$ cat src/rtl/inst_loader.sv
// inst_loader: host byte stream -> big-endian 32-bit program words with trailing XOR checksum.
// Optional opcode screening of written words: INST_LOADER_OPCHECK_EN.
`default_nettype none

module inst_loader #(
  parameter int RAM_SIZE = 256,
  parameter int ADDR_W   = 8
) (
  input  logic              clk,
  input  logic              reset,
  input  logic              start,
  input  logic              in_valid,
  input  logic [7:0]        in_data,
  output logic              in_ready,
  output logic              mem_we,
  output logic [ADDR_W-1:0] mem_addr,
  output logic [31:0]       mem_wdata,
  output logic              cpu_hold,
  output logic              done,
  output logic              err,
  output logic [8:0]        word_count
);

  typedef enum logic [2:0] {IDLE, HDR, BYTES, WRITE, CHK, DONE, ERR} state_t;

  state_t            state, state_nx;
  logic [7:0]        n_q, n_nx;
  logic [31:0]       word_q, word_nx;
  logic [1:0]        idx_q, idx_nx;
  logic [7:0]        csum_q, csum_nx;
  logic [ADDR_W-1:0] addr_q, addr_nx;
  logic              mem_we_nx, cpu_hold_nx, done_nx, err_nx;
  logic [ADDR_W-1:0] mem_addr_nx;
  logic [31:0]       mem_wdata_nx;
  logic [8:0]        word_count_nx;
  logic [8:0]        wc_inc;
  logic [31:0]       word_asm;
  logic              fire;
  logic              illegal;

  assign in_ready = (state == HDR) || (state == BYTES) || (state == CHK);
  assign fire     = in_valid && in_ready;
  assign word_asm = {word_q[23:0], in_data};
  assign wc_inc   = word_count + 9'd1;

`ifdef INST_LOADER_OPCHECK_EN
  // super_group 0 with funct 6..15 is unimplemented MUL/DIV/reserved
  assign illegal = (word_asm[26:24] == 3'd0) && (word_asm[19:16] >= 4'd6);
`else
  assign illegal = 1'b0;
`endif

  always_comb begin
    state_nx      = state;
    n_nx          = n_q;
    word_nx       = word_q;
    idx_nx        = idx_q;
    csum_nx       = csum_q;
    addr_nx       = addr_q;
    mem_we_nx     = 1'b0;
    mem_addr_nx   = mem_addr;
    mem_wdata_nx  = mem_wdata;
    cpu_hold_nx   = cpu_hold;
    done_nx       = done;
    err_nx        = err;
    word_count_nx = word_count;

    unique case (state)
      IDLE, DONE, ERR: begin
        if (start) state_nx = HDR;
      end
      HDR: begin
        if (fire) begin
          n_nx    = in_data;
          csum_nx = csum_q ^ in_data;
          if (in_data == 8'd0) begin
            state_nx = CHK;
          end else if ({1'b0, in_data} > 9'(RAM_SIZE)) begin
            state_nx = ERR;
            err_nx   = 1'b1;
          end else begin
            state_nx = BYTES;
          end
        end
      end
      BYTES: begin
        if (fire) begin
          word_nx = word_asm;
          csum_nx = csum_q ^ in_data;
          idx_nx  = idx_q + 2'd1;
          if (idx_q == 2'd3) begin
            state_nx     = WRITE;
            mem_we_nx    = !illegal;
            mem_addr_nx  = addr_q;
            mem_wdata_nx = word_asm;
          end
        end
      end
      WRITE: begin
`ifdef INST_LOADER_OPCHECK_EN
        if (!mem_we) begin
          state_nx = ERR;
          err_nx   = 1'b1;
        end else
`endif
        begin
          addr_nx       = addr_q + 1'b1;
          word_count_nx = wc_inc;
          state_nx      = (wc_inc == {1'b0, n_q}) ? CHK : BYTES;
        end
      end
      CHK: begin
        if (fire) begin
          if (in_data == csum_q) begin
            state_nx    = DONE;
            done_nx     = 1'b1;
            cpu_hold_nx = 1'b0;
          end else begin
            state_nx = ERR;
            err_nx   = 1'b1;
          end
        end
      end
      default: state_nx = IDLE;
    endcase

    // every session starts from a clean slate, whichever idle state it left
    if (state_nx == HDR && state != HDR) begin
      word_count_nx = 9'd0;
      addr_nx       = '0;
      csum_nx       = 8'd0;
      idx_nx        = 2'd0;
      done_nx       = 1'b0;
      err_nx        = 1'b0;
      cpu_hold_nx   = 1'b1;
    end
  end

  always_ff @(posedge clk or negedge reset) begin
    if (!reset) begin
      state      <= IDLE;
      n_q        <= 8'd0;
      word_q     <= 32'd0;
      idx_q      <= 2'd0;
      csum_q     <= 8'd0;
      addr_q     <= '0;
      mem_we     <= 1'b0;
      mem_addr   <= '0;
      mem_wdata  <= 32'd0;
      cpu_hold   <= 1'b1;
      done       <= 1'b0;
      err        <= 1'b0;
      word_count <= 9'd0;
    end else begin
      state      <= state_nx;
      n_q        <= n_nx;
      word_q     <= word_nx;
      idx_q      <= idx_nx;
      csum_q     <= csum_nx;
      addr_q     <= addr_nx;
      mem_we     <= mem_we_nx;
      mem_addr   <= mem_addr_nx;
      mem_wdata  <= mem_wdata_nx;
      cpu_hold   <= cpu_hold_nx;
      done       <= done_nx;
      err        <= err_nx;
      word_count <= word_count_nx;
    end
  end

endmodule

`default_nettype wire

$ cat config.mk
export PLATFORM = sky130hd
export DESIGN_NAME = inst_loader
export DESIGN_NICKNAME = d
export VERILOG_FILES = /design/src/rtl/inst_loader.sv
export SDC_FILE = /design/constraint.sdc
export NUM_CORES = 1
export LEC_CHECK = 0
export ABC_CLOCK_PERIOD_IN_PS = 1800
export CORE_MARGIN = 2
export CORE_UTILIZATION = 49
export CTS_CLUSTER_SIZE = 12
export DETAILED_ROUTE_END_ITERATION = 12
export HOLD_SLACK_MARGIN = 0.1
export PLACE_DENSITY_LB_ADDON = 0.1
export REMOVE_ABC_BUFFERS = 1
export SLEW_MARGIN = 20
export SYNTH_ARGS = -nofsm -noshare
export SYNTH_HDL_FRONTEND = slang
export SYNTH_SLANG_ARGS = --single-unit
$ cat constraint.sdc
create_clock -name clk -period 1.8 [get_ports clk]
set_input_delay 0.36 -clock clk [delete_from_list [all_inputs] [get_ports clk]]
set_output_delay 0.36 -clock clk [all_outputs]
set_load 0.02 [all_outputs]
# Yosys cells after proc, flatten, opt, wreduce, memory -nomap -nowiden
# Index checks and enable logic that the tools add are counted.
# Widths: inputs -> output; s select.
dict set report op_classes {
  mux 38
  n_eq_ne 16
  order_cmp 1
  bitwise 1
  reduce_logical 22
  add_sub_neg 3
}
# op n
set ops {}
lappend ops {{$mux 8} 5}
lappend ops {{$mux 3} 8}
lappend ops {{$mux 9} 2}
lappend ops {{$mux 1} 17}
lappend ops {{$pmux 3 s5} 1}
lappend ops {{$ne 3x2->1 const B} 4}
lappend ops {{$reduce_bool 2->1} 6}
lappend ops {{$add 9x1->9 const B} 1}
lappend ops {{$eq 3x3->1 const B} 3}
lappend ops {{$eq 9x8->1} 1}
lappend ops {{$gt 8x9->1 const B} 1}
lappend ops {{$add 8x1->8 const B} 1}
lappend ops {{$eq 8x8->1} 1}
lappend ops {{$logic_not 8->1} 1}
lappend ops {{$mux 2} 4}
lappend ops {{$reduce_and 2->1} 4}
lappend ops {{$xor 8x8->8} 1}
lappend ops {{$eq 3x1->1 const B} 2}
lappend ops {{$eq 3x2->1 const B} 2}
lappend ops {{$ne 3x1->1 const B} 2}
lappend ops {{$reduce_and 3->1} 2}
lappend ops {{$reduce_and 6->1} 1}
lappend ops {{$logic_not 3->1} 1}
lappend ops {{$reduce_bool 3->1} 1}
lappend ops {{7 further kinds} 9}
dict set report totals {
  elab_cells 94
  reg_bits 106
  out_inout_bits 54
}

# Logic depth before layout (Yosys ltp)
# Gate-level depths: netlist (run 1).
dict set report depth {
  depth_word 10
  ltp_mapped 8
  ltp_nobuf 7
}

# Least setup slack after synthesis (run 1)
# No wires, ideal clock.
dict set report synth_timing {
  kind {reg2reg}
  startpoint {reg word_count[0]}
  endpoint {reg state[1]}
  n_path_buf 1
  synth_period_minus_slack_ns 2.033
  stages_incl_launch_ff 9
  setup_slack_ns -0.233
  t_arrival_ns 1.909
  setup_ns 0.124
  cell_sequence {dfrtp_1 ha_1 clkbuf_1 a21oi_1 nor2_1 a211o_1 o311ai_0 nand4_1 o31a_1}
}
dict set report synth_between {
  elab_chain_cells 4
}
# item line_no
set synth_rtl {}
lappend synth_rtl {{from (decl)} 21} ;# output logic [8:0] word_count
lappend synth_rtl {{from (signal assigned)} 167} ;# word_count <= word_count_nx;
lappend synth_rtl {{$add 9x1->9} 44} ;# assign wc_inc = word_count + 9'd1;
lappend synth_rtl {{$eq 9x8->1} 109} ;# state_nx = (wc_inc == {1'b0, n_q}) ? CHK : BYTES;
lappend synth_rtl {{$mux 3} 109}
lappend synth_rtl {{$pmux 3 s5} 68} ;# unique case (state)
lappend synth_rtl {{named net state_nx[1]} 26} ;# state_t state, state_nx;
lappend synth_rtl {{to (signal assigned)} 155} ;# state <= state_nx;
lappend synth_rtl {{to (decl)} 26}
# The timed path passes the listed nets, and every way through them passes these cells.
# A chain may end at the register's enable or synchronous reset.

# Worst setup path in the final report (run 1)
dict set report layout_timing {
  startpoint {in in_data[6]}
  endpoint {reg state[1]}
}
dict set report layout_between {
  elab_chain_cells 4
}
# item line_no
set layout_rtl {}
lappend layout_rtl {{from (decl)} 13} ;# input logic [7:0] in_data,
lappend layout_rtl {{$eq 8x8->1 or $logic_not 8->1 (tied branches)} {114, 76}}
lappend layout_rtl {{$mux 2 or $mux 3 (tied branches)} {114, 76}}
lappend layout_rtl {{$mux 3 (on tied branches)} {113, 73}}
lappend layout_rtl {{$pmux 3 s5 *} 68}
lappend layout_rtl {{named net state_nx[1]} 26}
# The timed path passes the listed nets; every way through them passes the cells marked *.

==> run metrics, run 1 <==
core area ~9200 um2; Final setup viols 31; Worst-path clk slew around 110 ps; WP buf/inv 5; H-tree levels 3; Crit-path slowest cell clkdlybuf4s50_1; gr ovfl total 0; failing checks setup timing; status finished with violations; endpoints failing hold 0; routability congestion estimate between 0.9 and 1; PD cells roughly 1600 nW/um2; XOR/XNOR Fraction of Synth Area 7.89%; DR WL/cell about 16 um; final instance area about 6500 um2; max-slew violation count 0; cts bufs inserted 9; Row Count 35; final hold slack 433 ps; Yosys top cell by area dfrtp_1; synth cell count leaders dfrtp_1, mux2_2, nor2_1; CP max FO 2; Root Buffer clkbuf_8; Nets ~530; total track usage about a fifth; Tmin final between 1500 and 2000 ps; Clock Latency Late Sink 370 ps; dpl hpwl ~6.5 mm; dominant cells by area after synthesis dfrtp_1, mux2_2, xor2_1; yosys warns 0; vias in the first global route 3384; Critical Path AT 2310 ps; Sink Count 106; count of cell types in the netlist 44; initial antenna violation count 1; leak pwr ~2.9 nW; fin util 69.9%; skew final around 17 ps; first-pass GRT wire length between 15 and 20 mm; Worst Hold Class input port to register; fin crit share 111%; crit-path cells clkdlybuf4s50_1 -> xor2_2 -> nor4_2 -> buf_4 -> buf_4 -> buf_4 -> buf_4 -> a21oi_1 -> a211oi_1 -> a31oi_1 -> o31a_1; fmax ~500 MHz; Syn Std Cell Area ~4700 um2; share of cells above drive strength 1 approximately two fifths; die area approximately 10000 um2; number of port buffers 65; syn avg cell area around 12 um2; Worst EP required approximately 2100 ps; CTS tree yes; DR DRC count 0; Max clock buf depth 2; Post-synth EDFFs 0; initial core utilization just over 50%; mux contribution to synthesized area between 15 and 20%; register area share after synthesis around 57%; Placed Cells 611; post-route ant nets 0; largest net degree at the start of global routing slightly above 60; number of DRC markers in iteration 0 95; most numerous cell in the Yosys netlist dfrtp_1; placed instance area just under 6000 um2; Synth top area share around 56%; fillcell total between 600 and 700; crit path kind input port to register; top cell family by delay on the critical path buffers and inverters; register area ~2700 um2; Synth Area in Simple Gates approximately a tenth; # IOs 66; Synth Area in Compound Gates ~4.6%; width of the die about 100 um; RSZ-0062 raised after global routing true; area of the multi-input gates ~2100 um2; Non-Filler Instances approximately 650; final worst-path setup slack -189 ps; CP endpoint kind register; routed vias between 3k and 4k; ys flop type dfrtp_1; Slew @ Worst Pin between 300 and 400 ps; DRT Pass-1 Iters 4; type of origin of the critical path input port; relative slew slack 77.8%; Post-Synthesis Cells approximately 380; Via-to-Cell Ratio just over 5; Max IR drop VDD 0.000952 V; synthesis-to-layout area growth 38.5%; synthesized flop and latch total approximately 110; die height roughly 100 um; largest family of logic cells by synthesized area multiplexers; max cap viols 0; max incr delay on CP roughly 550 ps; Synth Area in Adders less than 1%; share of flip-flops with an asynchronous set or reset between 90% and 100%; final WL roughly 10 mm; CP most frequent cell buf_4; Final Total Pwr 0.0105 W
## worst paths after layout
| path | start | end | slack, ps | depth (start not counted) |
|---|---|---|---|---|
| setup / recovery | in_data[6] | state[1]$_DFF_PN0_ | -190 | 11 |
| hold / removal | in_data[3] | word_q[3]$_DFFE_PN0P_ | 430 | 3 |
| setup reg to reg | csum_q[4]$_DFFE_PN0P_ | word_count[8]$_DFFE_PN0P_ | -170 | 8 |
| hold reg to reg | mem_wdata[10]$_DFFE_PN0P_ | mem_wdata[10]$_DFFE_PN0P_ | 500 | 1 |
| max in group asynchronous | reset | cpu_hold$_DFFE_PN1P_ | 950 | 3 |
| min in group asynchronous | reset | addr_q[5]$_DFFE_PN0P_ | 510 | 3 |
## metrics by stage
step	setup TNS, ps	setup slack (ps)
2_1_floorplan	-106920	-1740
3_3_place_gp	-27170	-546
3_5_place_dp	-29980	-574
4_1_cts	-1930	-90.8
5_1_grt	-7290	-258
6_report	-4590	-189
## final cells by class
type	instances	share of cell area, %
well taps	129	2.50
clock inverters	6	0.872
flip-flops and latches	106	41.2
clock buffers	10	1.98
diodes	1	0.0387
inverters	5	0.291
multi-input cells	246	32.6
repair buffers	142	20.5
## metal layers
layer	vias to the layer above	track usage (%)	part of all wire, %
li1	1568	-	-
met1	1648	28.2	47
met2	59	32.1	48
met3	12	4.00	3.6
met4	0	7.48	1.5
met5	-	0	0
## state kept, by name (all words and copies together), names as in the netlist
name / count
word_q: 24
mem_we: 1
err: 1
n_q: 8
mem_wdata: 32
mem_addr: 8
word_count: 9
idx_q: 2
csum_q: 8
done: 1
state: 3
cpu_hold: 1
addr_q: 8
## where the power goes
part,internal (W),switching (W)
sequential,0.00339,0.000689
clock,0.000537,0.000869
combinational,0.00275,0.00226
## cell families (layout without fill, tap and decap cells)
family	count (synthesis)	after routing
compound gates	32	32
xor+xnor	42	42
fa+ha+maj	3	3
buf+inv	23	163
flops	106	106
mux	74	74
other cells	0	1
simple gates	95	95
## what timing repair did
| item | 4_1_cts | 5_1_grt |
|---|---|---|
| hold buffers | 1 | 0 |
| endpoints found under the setup margin | 46 | 82 |
| resized for setup | 51 | 38 |
| cloned | 2 | 1 |
| endpoints found under the hold margin | 105 | 0 |
| setup buffers | 10 | 3 |
| pin swaps | 38 | 13 |
## placed cells by master (no fill, tap or decap), drive strengths merged, types with 2 or more instances in the layout
cell | synthesis | final
dfrtp | 105 | 105
buf | 13 | 77
mux2 | 71 | 71
clkdlybuf4s50 | 0 | 46
nor2 | 39 | 39
xor2 | 31 | 31
nand2 | 21 | 21
dlygate4sd2 | 0 | 16
xnor2 | 11 | 11
clkbuf | 5 | 11
nand3 | 9 | 9
inv | 5 | 8
o21ai | 8 | 8
nand4 | 6 | 6
a21oi | 5 | 5
nor4 | 5 | 5
nor2b | 4 | 4
a21o | 3 | 3
a31oi | 3 | 3
mux2i | 3 | 3
ha | 3 | 3
clkinv | 0 | 3
nand3b | 2 | 2
and2 | 2 | 2
o31a | 2 | 2
o22ai | 2 | 2
nand2b | 2 | 2
a211oi | 2 | 2
## worst register-to-register path, cell delays in order, from the launching register on
cell	delay [ps]
dfrtp_1	400
xor2_1	150
nor4_2	340
nand3b_1	200
o311a_1	190
a211oi_4	220
buf_6	170
buf_8	140
nor2_1	50
Note: power is estimated with default switching activity, not from simulation.
==> run 2, diff against run 1 <==
- CAP_MARGIN: default -> 20
==> results of run 2 <==
The final DEF is identical to that of run 1; final timing and power are the same.
